[src/rtl/fetch_execute_sequencer_if.sv]
// Memory and ALU bus between the fetch/execute sequencer (master) and the
// surrounding memory and ALU (slave).
//
// Bus protocol: there is no valid/ready pair.  The master presents mem_addr
// every cycle and the memory samples it on the rising edge.  With mem_we=0 the
// addressed word appears on mem_rdata during the following cycle.  With
// mem_we=1 the memory writes mem_wdata at that edge.  mem_we is high for
// exactly one cycle per store and is never held.  The ALU is purely
// combinational: alu_result follows alu_op/alu_a/alu_b in the same cycle.
interface fetch_execute_sequencer_if;
    logic [15:0] mem_addr;
    logic [15:0] mem_wdata;
    logic        mem_we;
    logic [15:0] mem_rdata;
    logic [3:0]  alu_op;
    logic [15:0] alu_a;
    logic [15:0] alu_b;
    logic [15:0] alu_result;

    modport master (
        output mem_addr,
        output mem_wdata,
        output mem_we,
        output alu_op,
        output alu_a,
        output alu_b,
        input  mem_rdata,
        input  alu_result
    );

    modport slave (
        input  mem_addr,
        input  mem_wdata,
        input  mem_we,
        input  alu_op,
        input  alu_a,
        input  alu_b,
        output mem_rdata,
        output alu_result
    );
endinterface

[src/rtl/fetch_execute_sequencer.sv]
// Fetch/execute sequencer for a small accumulator machine.
// Instruction word: opcode in [15:12], 12-bit operand X in [11:0]; the
// effective byte address is {4'b0, X}.  Instructions are 2 bytes, so PC
// advances by 2 per fetch and wraps modulo 2^16.
// state_dbg and mbr_dbg expose internal state for observation only.
module fetch_execute_sequencer #(
    parameter logic [15:0] RESET_PC = 16'h0000
) (
    input  logic                              clk,
    input  logic                              reset,
    input  logic                              start,
    fetch_execute_sequencer_if.master         bus,
    output logic [15:0]                       pc,
    output logic [15:0]                       ac,
    output logic [15:0]                       ir,
    output logic                              instr_done,
    output logic                              illegal,
    output logic                              halted,
    output logic [2:0]                        state_dbg,
    output logic [15:0]                       mbr_dbg
);

    typedef enum logic [2:0] {
        S_IDLE   = 3'd0,
        S_FETCH  = 3'd1,
        S_LOADIR = 3'd2,
        S_DECODE = 3'd3,
        S_READ   = 3'd4,
        S_EXEC   = 3'd5,
        S_WRITE  = 3'd6,
        S_HALT   = 3'd7
    } state_t;

    localparam logic [3:0] OP_NOP      = 4'h0;
    localparam logic [3:0] OP_LOAD     = 4'h1;
    localparam logic [3:0] OP_STORE    = 4'h2;
    localparam logic [3:0] OP_ADD      = 4'h3;
    localparam logic [3:0] OP_SUBT     = 4'h4;
    localparam logic [3:0] OP_HALT     = 4'h7;
    localparam logic [3:0] OP_SKIPCOND = 4'h8;
    localparam logic [3:0] OP_JUMP     = 4'h9;

    localparam logic [3:0] ALU_ADD = 4'b0000;
    localparam logic [3:0] ALU_SUB = 4'b0001;

    state_t      state;
    logic [15:0] pc_q;
    logic [15:0] ac_q;
    logic [15:0] ir_q;
    logic [15:0] mar_q;
    logic [15:0] mbr_q;
    logic        mem_we_q;
    logic        halted_q;

    logic [3:0]  opcode;
    logic [15:0] operand_ea;
    logic        op_needs_read;
    logic        op_illegal;
    logic        op_done_at_decode;
    logic        skip_taken;

    assign opcode     = ir_q[15:12];
    assign operand_ea = {4'b0000, ir_q[11:0]};

    // Opcode classification and the SKIPCOND condition (AC viewed as signed).
    always_comb begin
        op_needs_read     = 1'b0;
        op_illegal        = 1'b0;
        op_done_at_decode = 1'b0;
        skip_taken        = 1'b0;
        case (opcode)
            OP_LOAD, OP_ADD, OP_SUBT: op_needs_read = 1'b1;
            OP_STORE:                 op_needs_read = 1'b0;
            OP_NOP, OP_HALT,
            OP_SKIPCOND, OP_JUMP:     op_done_at_decode = 1'b1;
            default: begin
                op_illegal        = 1'b1;
                op_done_at_decode = 1'b1;
            end
        endcase
        case (ir_q[11:10])
            2'b00:   skip_taken = ac_q[15];
            2'b01:   skip_taken = (ac_q == 16'h0000);
            2'b10:   skip_taken = !ac_q[15] && (ac_q != 16'h0000);
            default: skip_taken = 1'b0;
        endcase
    end

    // Sequencer: one state per bus phase; reset aborts any instruction at once.
    always_ff @(posedge clk or posedge reset) begin
        if (reset) begin
            state    <= S_IDLE;
            pc_q     <= RESET_PC;
            ac_q     <= 16'h0000;
            ir_q     <= 16'h0000;
            mar_q    <= 16'h0000;
            mbr_q    <= 16'h0000;
            mem_we_q <= 1'b0;
            halted_q <= 1'b0;
        end else begin
            // mem_we is asserted only for the single WRITE cycle.
            mem_we_q <= 1'b0;
            case (state)
                S_IDLE: begin
                    if (start) begin
                        state <= S_FETCH;
                    end
                end
                S_FETCH: begin
                    state <= S_LOADIR;
                end
                S_LOADIR: begin
                    ir_q  <= bus.mem_rdata;
                    pc_q  <= pc_q + 16'd2;
                    state <= S_DECODE;
                end
                S_DECODE: begin
                    mar_q <= operand_ea;
                    if (op_needs_read) begin
                        state <= S_READ;
                    end else if (opcode == OP_STORE) begin
                        mem_we_q <= 1'b1;
                        state    <= S_WRITE;
                    end else if (opcode == OP_JUMP) begin
                        pc_q  <= operand_ea;
                        state <= S_FETCH;
                    end else if (opcode == OP_SKIPCOND) begin
                        if (skip_taken) begin
                            pc_q <= pc_q + 16'd2;
                        end
                        state <= S_FETCH;
                    end else if (opcode == OP_HALT) begin
                        halted_q <= 1'b1;
                        state    <= S_HALT;
                    end else begin
                        // NOP and illegal opcodes leave all registers alone.
                        state <= S_FETCH;
                    end
                end
                S_READ: begin
                    state <= S_EXEC;
                end
                S_EXEC: begin
                    mbr_q <= bus.mem_rdata;
                    if (opcode == OP_LOAD) begin
                        ac_q <= bus.mem_rdata;
                    end else begin
                        ac_q <= bus.alu_result;
                    end
                    state <= S_FETCH;
                end
                S_WRITE: begin
                    state <= S_FETCH;
                end
                S_HALT: begin
                    // Only reset leaves HALT; start is ignored here.
                    state <= S_HALT;
                end
                default: begin
                    state <= S_IDLE;
                end
            endcase
        end
    end

    // Operand phases address MAR; every other phase keeps PC on the bus.
    assign bus.mem_addr  = ((state == S_READ) || (state == S_WRITE)) ? mar_q : pc_q;
    assign bus.mem_wdata = ac_q;
    assign bus.mem_we    = mem_we_q;
    assign bus.alu_op    = ((state == S_EXEC) && (opcode == OP_SUBT)) ? ALU_SUB : ALU_ADD;
    assign bus.alu_a     = ac_q;
    assign bus.alu_b     = bus.mem_rdata;

    assign instr_done = ((state == S_DECODE) && op_done_at_decode) ||
                        (state == S_EXEC) || (state == S_WRITE);
    assign illegal    = (state == S_DECODE) && op_illegal;
    assign halted     = halted_q;

    assign pc        = pc_q;
    assign ac        = ac_q;
    assign ir        = ir_q;
    assign state_dbg = state;
    assign mbr_dbg   = mbr_q;

endmodule

[src/flat_wrapper.sv]
// flat-port wrapper written by rule: the top's interface ports become plain ports
module fetch_execute_sequencer_flat 
#(
    parameter logic [15:0] RESET_PC = 16'h0000
)
  (clk, reset, start, pc, ac, ir, instr_done, illegal, halted, state_dbg, mbr_dbg, bus_mem_addr, bus_mem_wdata, bus_mem_we, bus_alu_op, bus_alu_a, bus_alu_b, bus_mem_rdata, bus_alu_result);
  fetch_execute_sequencer_if bus_i ();
  input  logic clk;
  input  logic reset;
  input  logic start;
  output logic [15:0] pc;
  output logic [15:0] ac;
  output logic [15:0] ir;
  output logic instr_done;
  output logic illegal;
  output logic halted;
  output logic [2:0] state_dbg;
  output logic [15:0] mbr_dbg;
  output wire logic [$bits(bus_i.mem_addr)-1:0] bus_mem_addr;
  output wire logic [$bits(bus_i.mem_wdata)-1:0] bus_mem_wdata;
  output wire logic [$bits(bus_i.mem_we)-1:0] bus_mem_we;
  output wire logic [$bits(bus_i.alu_op)-1:0] bus_alu_op;
  output wire logic [$bits(bus_i.alu_a)-1:0] bus_alu_a;
  output wire logic [$bits(bus_i.alu_b)-1:0] bus_alu_b;
  input wire logic [$bits(bus_i.mem_rdata)-1:0] bus_mem_rdata;
  input wire logic [$bits(bus_i.alu_result)-1:0] bus_alu_result;
  assign bus_mem_addr = bus_i.mem_addr;
  assign bus_mem_wdata = bus_i.mem_wdata;
  assign bus_mem_we = bus_i.mem_we;
  assign bus_alu_op = bus_i.alu_op;
  assign bus_alu_a = bus_i.alu_a;
  assign bus_alu_b = bus_i.alu_b;
  assign bus_i.mem_rdata = bus_mem_rdata;
  assign bus_i.alu_result = bus_alu_result;
  fetch_execute_sequencer #(.RESET_PC(RESET_PC)) u_core (.clk(clk), .reset(reset), .start(start), .bus(bus_i), .pc(pc), .ac(ac), .ir(ir), .instr_done(instr_done), .illegal(illegal), .halted(halted), .state_dbg(state_dbg), .mbr_dbg(mbr_dbg));
endmodule
[config.mk]
export PLATFORM = sky130hd
export DESIGN_NAME = fetch_execute_sequencer_flat
export DESIGN_NICKNAME = d
export VERILOG_FILES = /design/src/rtl/fetch_execute_sequencer_if.sv /design/src/rtl/fetch_execute_sequencer.sv /design/src/flat_wrapper.sv
export SDC_FILE = /design/constraint.sdc
export NUM_CORES = 1
export LEC_CHECK = 0
export ABC_AREA = 1
export CAP_MARGIN = 20
export CORE_ASPECT_RATIO = 0.7
export CORE_UTILIZATION = 35
export DETAILED_ROUTE_END_ITERATION = 6
export PLACE_DENSITY_LB_ADDON = 0.15
export SLEW_MARGIN = 15
export SYNTH_ARGS = -nofsm -noshare
export SYNTH_HDL_FRONTEND = slang
export SYNTH_SLANG_ARGS = --single-unit
[constraint.sdc]
create_clock -name clk -period 3.1 [get_ports clk]
set_input_delay 0.465 -clock clk [delete_from_list [all_inputs] [get_ports clk]]
set_output_delay 0.465 -clock clk [all_outputs]
set_load 0.03 [all_outputs]
======== Word level (Yosys, flattened, before mapping) ========
Cells that the tools add are included.
word-level totals
  bits of input ports ..................... 35
  register bits after elaboration ......... 81
cells by class
  $add $sub $neg .......................... 1
  eq/ne operators ......................... 21
  bitwise logic cells ..................... 4
  mux-type cells .......................... 23
  reductions and logical operators ........ 20
operators by type and width
  operator                                                number
  2-to-1 mux 16 bit                                       7
  one-hot mux 16 bit (2 select lines)                     1
  one-hot mux 3 bit (7 select lines)                      1
  2-to-1 mux 3 bit                                        6
  adder 16 x 2 -> 16 bit (second input constant)          1
  zero test 16 bit                                        1
  nonzero test 16 bit                                     1
  equality test 3 bit (second input constant)             4
  equality test 4 x 2 -> 1 bit (second input constant)    2
  equality test 4 x 3 -> 1 bit (second input constant)    2
  equality test 4 bit (second input constant)             2
  OR reduction 8 bit                                      1
  2-to-1 mux 1 bit                                        7
  equality test 3 x 2 -> 1 bit (second input constant)    2
  inequality test 2 bit (second input constant)           3
  inequality test 3 x 1 -> 1 bit (second input constant)  2
  AND reduction 6 bit                                     1
  AND reduction 5 bit                                     1
  equality test 4 x 1 -> 1 bit (second input constant)    1
  logical AND 1 bit                                       4
  zero test 4 bit                                         1
  NOT 1 bit                                               4
  OR reduction 4 bit                                      1
  equality test 3 x 1 -> 1 bit (second input constant)    1
  other kinds (10)                                        12

======== Longest topological paths before layout ========
Gate-level depths: netlist of run 1.
  depth in word-level cells ............... 9
  mapped depth ............................ 12
  depth with buffers taken out ............ 11

======== Worst setup path after synthesis of run 1 ========
Ideal clock, no wire load.
  path kind ............................... register -> output
  start ................................... reg u_core.state[2], in the netlist u_core.state_dbg[2]
  end ..................................... out bus_alu_op[0]
  setup slack ............................. 388 ps
  stages on the path, launching flop included .. 7
  data arrival time ....................... 2247 ps
  path through ............................ dfrtp_1 -> buf_2 -> inv_1 -> nor3_4 -> inv_1 -> clkbuf_1 -> nor4_1
on the way
  word-level cells in the longest chain between the ends .. 3
ends and longest elaborated chain
  what                    line                            RTL
  start, declared         fetch_execute_sequencer.sv:46   state_t state;
  start signal, assigned  fetch_execute_sequencer.sv:92   state <= S_IDLE;
  start signal, assigned  fetch_execute_sequencer.sv:106  state <= S_FETCH;
  start signal, assigned  fetch_execute_sequencer.sv:110  state <= S_LOADIR;
  equality test 3 bit     fetch_execute_sequencer.sv:170  assign bus.alu_op = ((state == S_EXEC) && (opcode == OP_SUBT)) ? ALU_SUB : ALU_ADD;
  logical AND 1 bit       fetch_execute_sequencer.sv:170
  2-to-1 mux 1 bit        fetch_execute_sequencer.sv:170
  end, declared           flat_wrapper.sv:22              output wire logic [$bits(bus_i.alu_op)-1:0] bus_alu_op;
No other way between the ends.

======== Worst setup path in the final report of run 1 ========
  start ................................... reg u_core.state[1], in the netlist u_core.state_dbg[1]
  end ..................................... out bus_mem_addr[3]
on the way
  word-level cells in the longest chain between the ends .. 3
  elaborated cells on any way between the ends .. 4
  those cells by class .................... eq/ne: 2; mux: 1; reduce/logical: 1
ends and longest elaborated chain
  what                   line                            RTL
  equality test 3 bit    fetch_execute_sequencer.sv:167  assign bus.mem_addr = ((state == S_READ) || (state == S_WRITE)) ? mar_q : pc_q;
  logical OR 1 bit (*)   fetch_execute_sequencer.sv:167
  2-to-1 mux 16 bit (*)  fetch_execute_sequencer.sv:167
  end, declared          flat_wrapper.sv:19              output wire logic [$bits(bus_i.mem_addr)-1:0] bus_mem_addr;
Every way passes the cells marked *; elsewhere a longest branch is shown, timed or not.

==> run_summary.xml, run 1 <==
<?xml version="1.0" encoding="UTF-8"?>
<metrics>
  <group name="outcome">
    <metric name="outcome" unit="">finished, violations left</metric>
    <metric name="failing_checks" unit="">DRC</metric>
  </group>
  <group name="floorplanning">
    <metric name="area_enclosed_by_the_die_boundary" unit="mm2">0.0133</metric>
    <metric name="area_of_the_core_region" unit="mm2">0.0125</metric>
    <metric name="fp.dieW" unit="um">137</metric>
    <metric name="initial_utilization" unit="">0.359</metric>
    <metric name="placement_rows" unit="">34</metric>
    <metric name="design.portCount" unit="">174</metric>
    <metric name="die_h" unit="um">96.7</metric>
  </group>
  <group name="finish">
    <metric name="syn2layout_area_growth" unit="%">39.6</metric>
    <metric name="num_antenna_cells" unit="">0</metric>
    <metric name="layout_commonest_cell" unit="">sky130_fd_sc_hd__clkdlybuf4s50_1</metric>
    <metric name="nets" unit="">738</metric>
    <metric name="drive_above_1_share" unit="">0.0567</metric>
    <metric name="postLayoutCellArea" unit="mm2">0.00625</metric>
    <metric name="fillCellCount" unit="">1200</metric>
    <metric name="most-common-layout-cells" unit="">sky130_fd_sc_hd__clkdlybuf4s50_1, sky130_fd_sc_hd__nand2_1, sky130_fd_sc_hd__o21ai_0</metric>
  </group>
  <group name="cts">
    <metric name="cts-root-buf" unit="">sky130_fd_sc_hd__clkbuf_16</metric>
    <metric name="cts_sinks" unit="">81</metric>
    <metric name="ctsHoldBuffers" unit="">0</metric>
    <metric name="cts-root-to-sink-buffers" unit="">2</metric>
    <metric name="clkTransAtPathRegs" unit="ns">0.06</metric>
    <metric name="numCtsBuffers" unit="">9</metric>
    <metric name="post_cts.resized_instances" unit="">0</metric>
    <metric name="clock_tree.htree_level_count" unit="">3</metric>
    <metric name="post_cts_setup_buffers" unit="">0</metric>
    <metric name="tritoncts" unit="">yes</metric>
    <metric name="clock_insertion_delay_worst_skew" unit="ns">0.34</metric>
  </group>
  <group name="drt">
    <metric name="via_per_inst" unit="">4.84</metric>
    <metric name="firstDrtPassIters" unit="">7</metric>
    <metric name="routed_wire_length_per_instance" unit="um">15.4</metric>
    <metric name="final_antenna_net_count" unit="">0</metric>
    <metric name="totalWireLength" unit="um">13300</metric>
    <metric name="detailedRoute.firstIterationViolations" unit="">261</metric>
    <metric name="dr_total_vias" unit="">4195</metric>
    <metric name="drcViolationCount" unit="">1</metric>
  </group>
  <group name="global_routing">
    <metric name="grt_pass1_vias" unit="">3981</metric>
    <metric name="total_global_route_track_usage" unit="">0.210</metric>
    <metric name="grt_antenna_before_repair" unit="">0</metric>
    <metric name="first_pass_grt_wire_length" unit="um">21400</metric>
    <metric name="grt_start_max_net_pins" unit="">48</metric>
    <metric name="grt.overflow.total" unit="">0</metric>
  </group>
  <group name="run">
    <metric name="cap_violations" unit="">0</metric>
  </group>
  <group name="critical_path">
    <metric name="setup.worst_path.end_class" unit="">primary output</metric>
    <metric name="critPathRequiredTime" unit="ns">2.63</metric>
    <metric name="data_arrival_time_at_the_worst_slack_endpoint" unit="ns">2.44</metric>
    <metric name="critical_path.reg2reg.endpoint" unit="">u_core.ac[2]$_DFFE_PP0P_</metric>
    <metric name="worstRegToRegCells" unit="">5</metric>
    <metric name="timing.setup.critical_path_class" unit="">flop to primary output</metric>
    <metric name="crit_buf_inv" unit="">2</metric>
    <metric name="timing.critical_path.cells" unit="">nor2_1 &gt; nand2_1 &gt; nand2_1 &gt; buf_4 &gt; mux2_2 &gt; clkdlybuf4s50_1</metric>
    <metric name="timing.critical_path.slowest_stage_cell" unit="">sky130_fd_sc_hd__clkdlybuf4s50_1</metric>
    <metric name="worst-r2r-setup-slack" unit="ns">1.01</metric>
    <metric name="cp_slowest_stage_delay" unit="ns">0.60</metric>
    <metric name="startpoint_type" unit="">flop</metric>
    <metric name="cell_count_along_the_critical_path" unit="">6</metric>
    <metric name="cp-startpoint" unit="">u_core.state_dbg[1]$_DFFE_PP0P_</metric>
    <metric name="worst_path_dominant_cell_family" unit="">buffers and inverters</metric>
    <metric name="critPathMostFrequentCell" unit="">sky130_fd_sc_hd__nand2_1</metric>
    <metric name="timing.rr.start" unit="">u_core.ir[15]$_DFFE_PP0P_</metric>
    <metric name="crit_fanout" unit="">24</metric>
  </group>
  <group name="sta">
    <metric name="slew_viol_final" unit="">0</metric>
    <metric name="final.period_utilization" unit="">0.936</metric>
    <metric name="rsz0062_at_grt" unit="">no</metric>
    <metric name="slew-limit-headroom" unit="">0.526</metric>
    <metric name="max_freq" unit="MHz">344</metric>
    <metric name="finClkSkew" unit="ns">0.00846</metric>
    <metric name="finalCriticalPeriod" unit="ns">2.90</metric>
    <metric name="timing_hold_violations_final" unit="">0</metric>
    <metric name="report.final.setup_viol" unit="">0</metric>
    <metric name="finalWorstSetupSlack" unit="ns">0.197</metric>
    <metric name="tightestPinTransition" unit="ns">0.709</metric>
    <metric name="setup-tns-final" unit="ns">0</metric>
  </group>
  <group name="logic_synthesis">
    <metric name="post_synth_instance_area" unit="mm2">0.00448</metric>
    <metric name="synthesis.yosys.warnings" unit="">0</metric>
    <metric name="postSynth.topFlopCell" unit="">sky130_fd_sc_hd__dfrtp_1</metric>
    <metric name="synth.yosys.seq_area_share" unit="">0.452</metric>
    <metric name="synth_enable_flop_cells" unit="">0</metric>
    <metric name="postSynthAreaPerCell" unit="um2">7.67</metric>
    <metric name="synthCells" unit="">584</metric>
    <metric name="synth_cell_type_count" unit="">33</metric>
    <metric name="synth-async-reset-ratio" unit="">1.00</metric>
    <metric name="number_of_synthesized_register_bits" unit="">81</metric>
  </group>
  <group name="pwr">
    <metric name="seq_power_share" unit="">0.273</metric>
    <metric name="cell_internal_pwr" unit="mW">3.91</metric>
    <metric name="comb_power_share" unit="">0.589</metric>
    <metric name="max_vdd_drop" unit="mV">0.555</metric>
    <metric name="power.share.switching" unit="">0.493</metric>
    <metric name="power_density" unit="mW/mm2">1230</metric>
    <metric name="total_leakage_power" unit="nW">2.87</metric>
    <metric name="power.clock.fraction" unit="">0.138</metric>
    <metric name="total_net_switching_power" unit="mW">3.80</metric>
  </group>
  <group name="placement">
    <metric name="routabilityCongestion" unit="">0.906</metric>
    <metric name="postPlaceCellArea" unit="mm2">0.00596</metric>
    <metric name="buffer_ports.inserted" unit="">170</metric>
    <metric name="post-dp-hpwl" unit="um">10200</metric>
    <metric name="dpl_worst_slack" unit="ns">0.559</metric>
  </group>
  <group name="hold_path">
    <metric name="hp-start" unit="">u_core.mbr_dbg[4]$_DFFE_PP0P_</metric>
    <metric name="hold_path_depth" unit="">2</metric>
    <metric name="timing.hold.worst.class" unit="">flop to flop</metric>
    <metric name="worst_hold_path.endpoint" unit="">u_core.mbr_dbg[4]$_DFFE_PP0P_</metric>
  </group>
</metrics>
## per-stage QoR
step | util | power (mW) | hold slack (ns) | instances
floorplan | - | 5.05 | 0.436 | 586
global placement | 0.478 | 6.61 | 0.448 | 853
detailed placement | 0.478 | 6.68 | 0.476 | 853
CTS | 0.502 | 7.78 | 0.491 | 867
global route | 0.502 | 8.20 | 0.507 | 867
finish | 0.502 | 7.71 | 0.486 | 867
## registers in the layout, summed over array words and instances (netlist names)
signal,count
u_core.mbr_dbg,16
u_core.ir,16
u_core.state_dbg,3
u_core.bus.mem_we,1
u_core.halted,1
u_core.pc,16
u_core.ac,16
u_core.mar_q,12
## final cells by class
class                      instances  area (um2)  area share
sequential                        81        2030       0.324
timing repair buffer             177        1760       0.282
multi-input combinational        377        1750       0.280
clock buffer                      10         239      0.0382
inverter                          56         216      0.0346
tap                              162         203      0.0324
clock inverter                     4        53.8     0.00860
## tightest hold or removal path, cell delays in order, from the launching register on
cell and delay [ns]:
sky130_fd_sc_hd__dfrtp_1 0.35, sky130_fd_sc_hd__nand2_1 0.05, sky130_fd_sc_hd__o21ai_0 0.05
## power groups by stage
stage	registers [mW]	logic, mW	clock network, mW
after floorplan	2.77	2.28	0
after global placement	2.09	4.53	0
after detailed placement	2.12	4.56	0
after CTS	2.11	4.58	1.09
after global routing	2.19	4.89	1.12
final	2.11	4.54	1.06
## kinds of logic (layout without fill, tap and decap cells)
logic type / after synthesis / count (layout) / share of synthesized area
simple gates: 269 / 269 / 0.260
buf+inv: 128 / 247 / 0.158
compound gates: 97 / 97 / 0.111
flops: 81 / 81 / 0.452
mux: 4 / 4 / 0.0101
xor+xnor: 3 / 3 / 0.00587
fa+ha+maj: 1 / 1 / 0.00279
other cells: 1 / 3 / 0.000837
## cell usage after synthesis, types with 2 or more instances
cell,number,share of area
sky130_fd_sc_hd__nand2_1,161,0.13
sky130_fd_sc_hd__o21ai_0,84,0.094
sky130_fd_sc_hd__dfrtp_1,81,0.45
sky130_fd_sc_hd__buf_4,54,0.090
sky130_fd_sc_hd__inv_1,54,0.045
sky130_fd_sc_hd__nor2_1,47,0.039
sky130_fd_sc_hd__nand3_1,35,0.039
sky130_fd_sc_hd__clkbuf_1,13,0.011
sky130_fd_sc_hd__nor3_1,7,0.0078
sky130_fd_sc_hd__nand4_1,6,0.0084
sky130_fd_sc_hd__a21oi_1,5,0.0056
sky130_fd_sc_hd__mux2_2,4,0.010
sky130_fd_sc_hd__o21ai_1,4,0.0045
sky130_fd_sc_hd__buf_2,3,0.0034
sky130_fd_sc_hd__xor2_1,3,0.0059
sky130_fd_sc_hd__buf_6,2,0.0050
sky130_fd_sc_hd__nand2_4,2,0.0050
sky130_fd_sc_hd__nor2_8,2,0.0089
sky130_fd_sc_hd__nor4_1,2,0.0028
sky130_fd_sc_hd__or2_2,2,0.0028
## worst max-delay path by stage
stage,endpoint
after floorplan,bus_alu_op[0]
after global placement,bus_mem_addr[0]
after detailed placement,bus_mem_addr[1]
after CTS,bus_mem_addr[2]
after global routing,bus_mem_addr[1]
final,bus_mem_addr[3]
## routing by layer
layer	track usage	wire [um]
met2	0.320	6000
met1	0.304	6420
met4	0.0448	101
met5	0	0
met3	0.0482	807
Note: power is estimated with default switching activity, not from simulation.
==> run 2: changes to the inputs <==
--- a/config.mk
+++ b/config.mk
@@ -10,6 +10,8 @@
 export CORE_ASPECT_RATIO = 0.7
 export CORE_UTILIZATION = 35
 export DETAILED_ROUTE_END_ITERATION = 6
+export GPL_TIMING_DRIVEN = 0
+export HOLD_SLACK_MARGIN = 0.05
 export PLACE_DENSITY_LB_ADDON = 0.15
 export SLEW_MARGIN = 15
 export SYNTH_ARGS = -nofsm -noshare
==> run_summary.xml, run 2 (same netlist as run 1, synthesis figures left out) <==
<?xml version="1.0" encoding="UTF-8"?>
<metrics>
  <group name="critical_path">
    <metric name="timing.rr.start" unit="">u_core.ir[12]$_DFFE_PP0P_</metric>
    <metric name="cp-startpoint" unit="">u_core.state_dbg[0]$_DFFE_PP0P_</metric>
    <metric name="critical_path.reg2reg.endpoint" unit="">u_core.ac[12]$_DFFE_PP0P_</metric>
    <metric name="data_arrival_time_at_the_worst_slack_endpoint" unit="ns">2.41</metric>
    <metric name="crit_fanout" unit="">10</metric>
    <metric name="crit_path_end" unit="">bus_alu_op[0]</metric>
    <metric name="worst-r2r-setup-slack" unit="ns">1.14</metric>
    <metric name="critPathRequiredTime" unit="ns">2.63</metric>
    <metric name="worstRegToRegCells" unit="">7</metric>
    <metric name="setup.worst_path.end_class" unit="">primary output</metric>
    <metric name="startpoint_type" unit="">flop</metric>
    <metric name="timing.setup.critical_path_class" unit="">flop to primary output</metric>
  </group>
  <group name="sta">
    <metric name="max_freq" unit="MHz">348</metric>
    <metric name="final.period_utilization" unit="">0.927</metric>
    <metric name="tightestPinTransition" unit="ns">0.675</metric>
    <metric name="timing_hold_violations_final" unit="">0</metric>
    <metric name="report.final.setup_viol" unit="">0</metric>
    <metric name="rsz0062_at_grt" unit="">no</metric>
    <metric name="finClkSkew" unit="ns">0.00750</metric>
    <metric name="slew-limit-headroom" unit="">0.546</metric>
    <metric name="finalCriticalPeriod" unit="ns">2.87</metric>
    <metric name="slew_viol_final" unit="">0</metric>
    <metric name="finalWorstSetupSlack" unit="ns">0.228</metric>
  </group>
  <group name="cts">
    <metric name="clock_insertion_delay_worst_skew" unit="ns">0.34</metric>
    <metric name="cts_sinks" unit="">81</metric>
    <metric name="clock_tree.htree_level_count" unit="">3</metric>
    <metric name="cts-root-buf" unit="">sky130_fd_sc_hd__clkbuf_16</metric>
    <metric name="post_cts.resized_instances" unit="">7</metric>
    <metric name="clkTransAtPathRegs" unit="ns">0.06</metric>
    <metric name="tritoncts" unit="">yes</metric>
    <metric name="ctsHoldBuffers" unit="">0</metric>
    <metric name="numCtsBuffers" unit="">9</metric>
    <metric name="post_cts_setup_buffers" unit="">0</metric>
    <metric name="cts-root-to-sink-buffers" unit="">2</metric>
  </group>
  <group name="pwr">
    <metric name="fin_total_pwr" unit="mW">8.20</metric>
    <metric name="power_density" unit="mW/mm2">1210</metric>
    <metric name="total_leakage_power" unit="nW">3.27</metric>
    <metric name="max_vdd_drop" unit="mV">0.633</metric>
  </group>
  <group name="floorplanning">
    <metric name="area_enclosed_by_the_die_boundary" unit="mm2">0.0133</metric>
    <metric name="fp.dieW" unit="um">137</metric>
    <metric name="initial_utilization" unit="">0.359</metric>
    <metric name="die_h" unit="um">96.7</metric>
    <metric name="area_of_the_core_region" unit="mm2">0.0125</metric>
    <metric name="design.portCount" unit="">174</metric>
    <metric name="placement_rows" unit="">34</metric>
  </group>
  <group name="drt">
    <metric name="firstDrtPassIters" unit="">7</metric>
    <metric name="dr_total_vias" unit="">4476</metric>
    <metric name="routed_wire_length_per_instance" unit="um">15.4</metric>
    <metric name="detailedRoute.firstIterationViolations" unit="">352</metric>
    <metric name="drcViolationCount" unit="">1</metric>
    <metric name="final_antenna_net_count" unit="">0</metric>
    <metric name="via_per_inst" unit="">4.79</metric>
    <metric name="totalWireLength" unit="um">14400</metric>
  </group>
  <group name="finish">
    <metric name="multiInputGateArea" unit="mm2">0.00176</metric>
    <metric name="most-common-layout-cells" unit="">sky130_fd_sc_hd__nand2_1, sky130_fd_sc_hd__clkdlybuf4s50_1, sky130_fd_sc_hd__o21ai_0</metric>
    <metric name="area.sequential" unit="mm2">0.00203</metric>
    <metric name="num_antenna_cells" unit="">0</metric>
    <metric name="layout_commonest_cell" unit="">sky130_fd_sc_hd__nand2_1</metric>
    <metric name="syn2layout_area_growth" unit="%">50.8</metric>
    <metric name="nets" unit="">804</metric>
    <metric name="drive_above_1_share" unit="">0.124</metric>
    <metric name="fillCellCount" unit="">1167</metric>
  </group>
  <group name="global_routing">
    <metric name="met2_usage" unit="">0.324</metric>
    <metric name="groute.layer.met3.usage" unit="">0.0493</metric>
    <metric name="first_pass_grt_wire_length" unit="um">22600</metric>
    <metric name="global_route.usage.met1" unit="">0.335</metric>
    <metric name="grt_antenna_before_repair" unit="">0</metric>
    <metric name="grt_start_max_net_pins" unit="">55</metric>
    <metric name="total_global_route_track_usage" unit="">0.224</metric>
    <metric name="grt.overflow.total" unit="">0</metric>
    <metric name="grt_max_usage_layer" unit="">met1</metric>
    <metric name="grt_pass1_vias" unit="">4293</metric>
  </group>
  <group name="hold_path">
    <metric name="timing.hold.worst.class" unit="">primary input to async pin</metric>
  </group>
  <group name="placement">
    <metric name="post-dp-hpwl" unit="um">11200</metric>
    <metric name="buffer_ports.inserted" unit="">170</metric>
    <metric name="routabilityCongestion" unit="">0.877</metric>
    <metric name="dpl_worst_slack" unit="ns">0.0983</metric>
  </group>
  <group name="run">
    <metric name="cap_violations" unit="">0</metric>
  </group>
  <group name="outcome">
    <metric name="failing_checks" unit="">DRC</metric>
    <metric name="outcome" unit="">finished, violations left</metric>
  </group>
</metrics>
==> run 2: cell types whose count changed in the layout (fill, tap and decap cells not counted), moves of 2 or more <==
| cell | change |
|---|---|
| sky130_fd_sc_hd__clkbuf_2 | +2 |
| sky130_fd_sc_hd__buf_4 | +46 |
| sky130_fd_sc_hd__buf_2 | +3 |
| sky130_fd_sc_hd__clkbuf_1 | +11 |
| sky130_fd_sc_hd__clkdlybuf4s50_1 | -9 |
| sky130_fd_sc_hd__dlygate4sd2_1 | +5 |
| sky130_fd_sc_hd__buf_6 | +2 |
| sky130_fd_sc_hd__dlymetal6s2s_1 | +5 |
==> run 2: layout make-up <==
cell class	instances	share of cell area
plain buffers	72	0.0731
clock buffers	9	0.0333
clock inverters	6	0.0137
inverters	56	0.0322
multi-input cells	377	0.261
flip-flops and latches	81	0.300
well taps	162	0.0300
repair buffers	171	0.257
==> run 2: worst min-delay path by stage <==
| stage | start | endpoint | slack (ns) | depth (start not counted) |
|---|---|---|---|---|
| 3_5_place_dp | u_core.mar_q[4]$_DFFE_PP0P_ | u_core.mar_q[4]$_DFFE_PP0P_ | 0.46 | 2 |
| 4_1_cts | u_core.mar_q[4]$_DFFE_PP0P_ | u_core.mar_q[4]$_DFFE_PP0P_ | 0.48 | 2 |
| 3_3_place_gp | u_core.halted$_DFFE_PP0P_ | u_core.halted$_DFFE_PP0P_ | 0.45 | 2 |
| 5_1_grt | reset | u_core.pc[4]$_DFFE_PP0P_ | 0.51 | 2 |
| 6_report | reset | u_core.pc[4]$_DFFE_PP0P_ | 0.48 | 2 |
| 2_1_floorplan | u_core.mar_q[1]$_DFFE_PP0P_ | u_core.mar_q[1]$_DFFE_PP0P_ | 0.44 | 2 |
==> run 2: metal layers <==
layer  wire length (um)  share of wire
met1               7110           0.49
met2               6130           0.43
met3                941          0.065
met4                196          0.014
met5                  0              0
==> run 2: critical path, cell delays in order, from the launching register on <==
cell,delay (ns)
sky130_fd_sc_hd__dfrtp_1,0.50
sky130_fd_sc_hd__inv_1,0.15
sky130_fd_sc_hd__nor3_4,0.33
sky130_fd_sc_hd__inv_1,0.13
sky130_fd_sc_hd__clkbuf_1,0.27
sky130_fd_sc_hd__nor4_2,0.27
sky130_fd_sc_hd__clkdlybuf4s15_1,0.42
==> run 2: stage by stage <==
stage           util  std cells  hold WS (ns)  setup TNS (ns)  instance area, um2
2_1_floorplan      -        586         0.436               0                4490
3_3_place_gp   0.513        918         0.449          -69.41                6390
3_5_place_dp   0.515        919         0.463               0                6420
4_1_cts        0.540        934         0.479               0                6730
5_1_grt        0.542        934         0.509               0                6760
6_report       0.542        934         0.476               0                6760
==> run 2: power breakdown <==
group | switching, mW | leakage (nW) | internal [mW] | total (mW)
combinational | 2.95 | 2.11 | 2.01 | 4.96
sequential | 0.553 | 1.01 | 1.55 | 2.10
clock | 0.434 | 0.148 | 0.705 | 1.14
total | 3.94 | 3.27 | 4.26 | 8.20
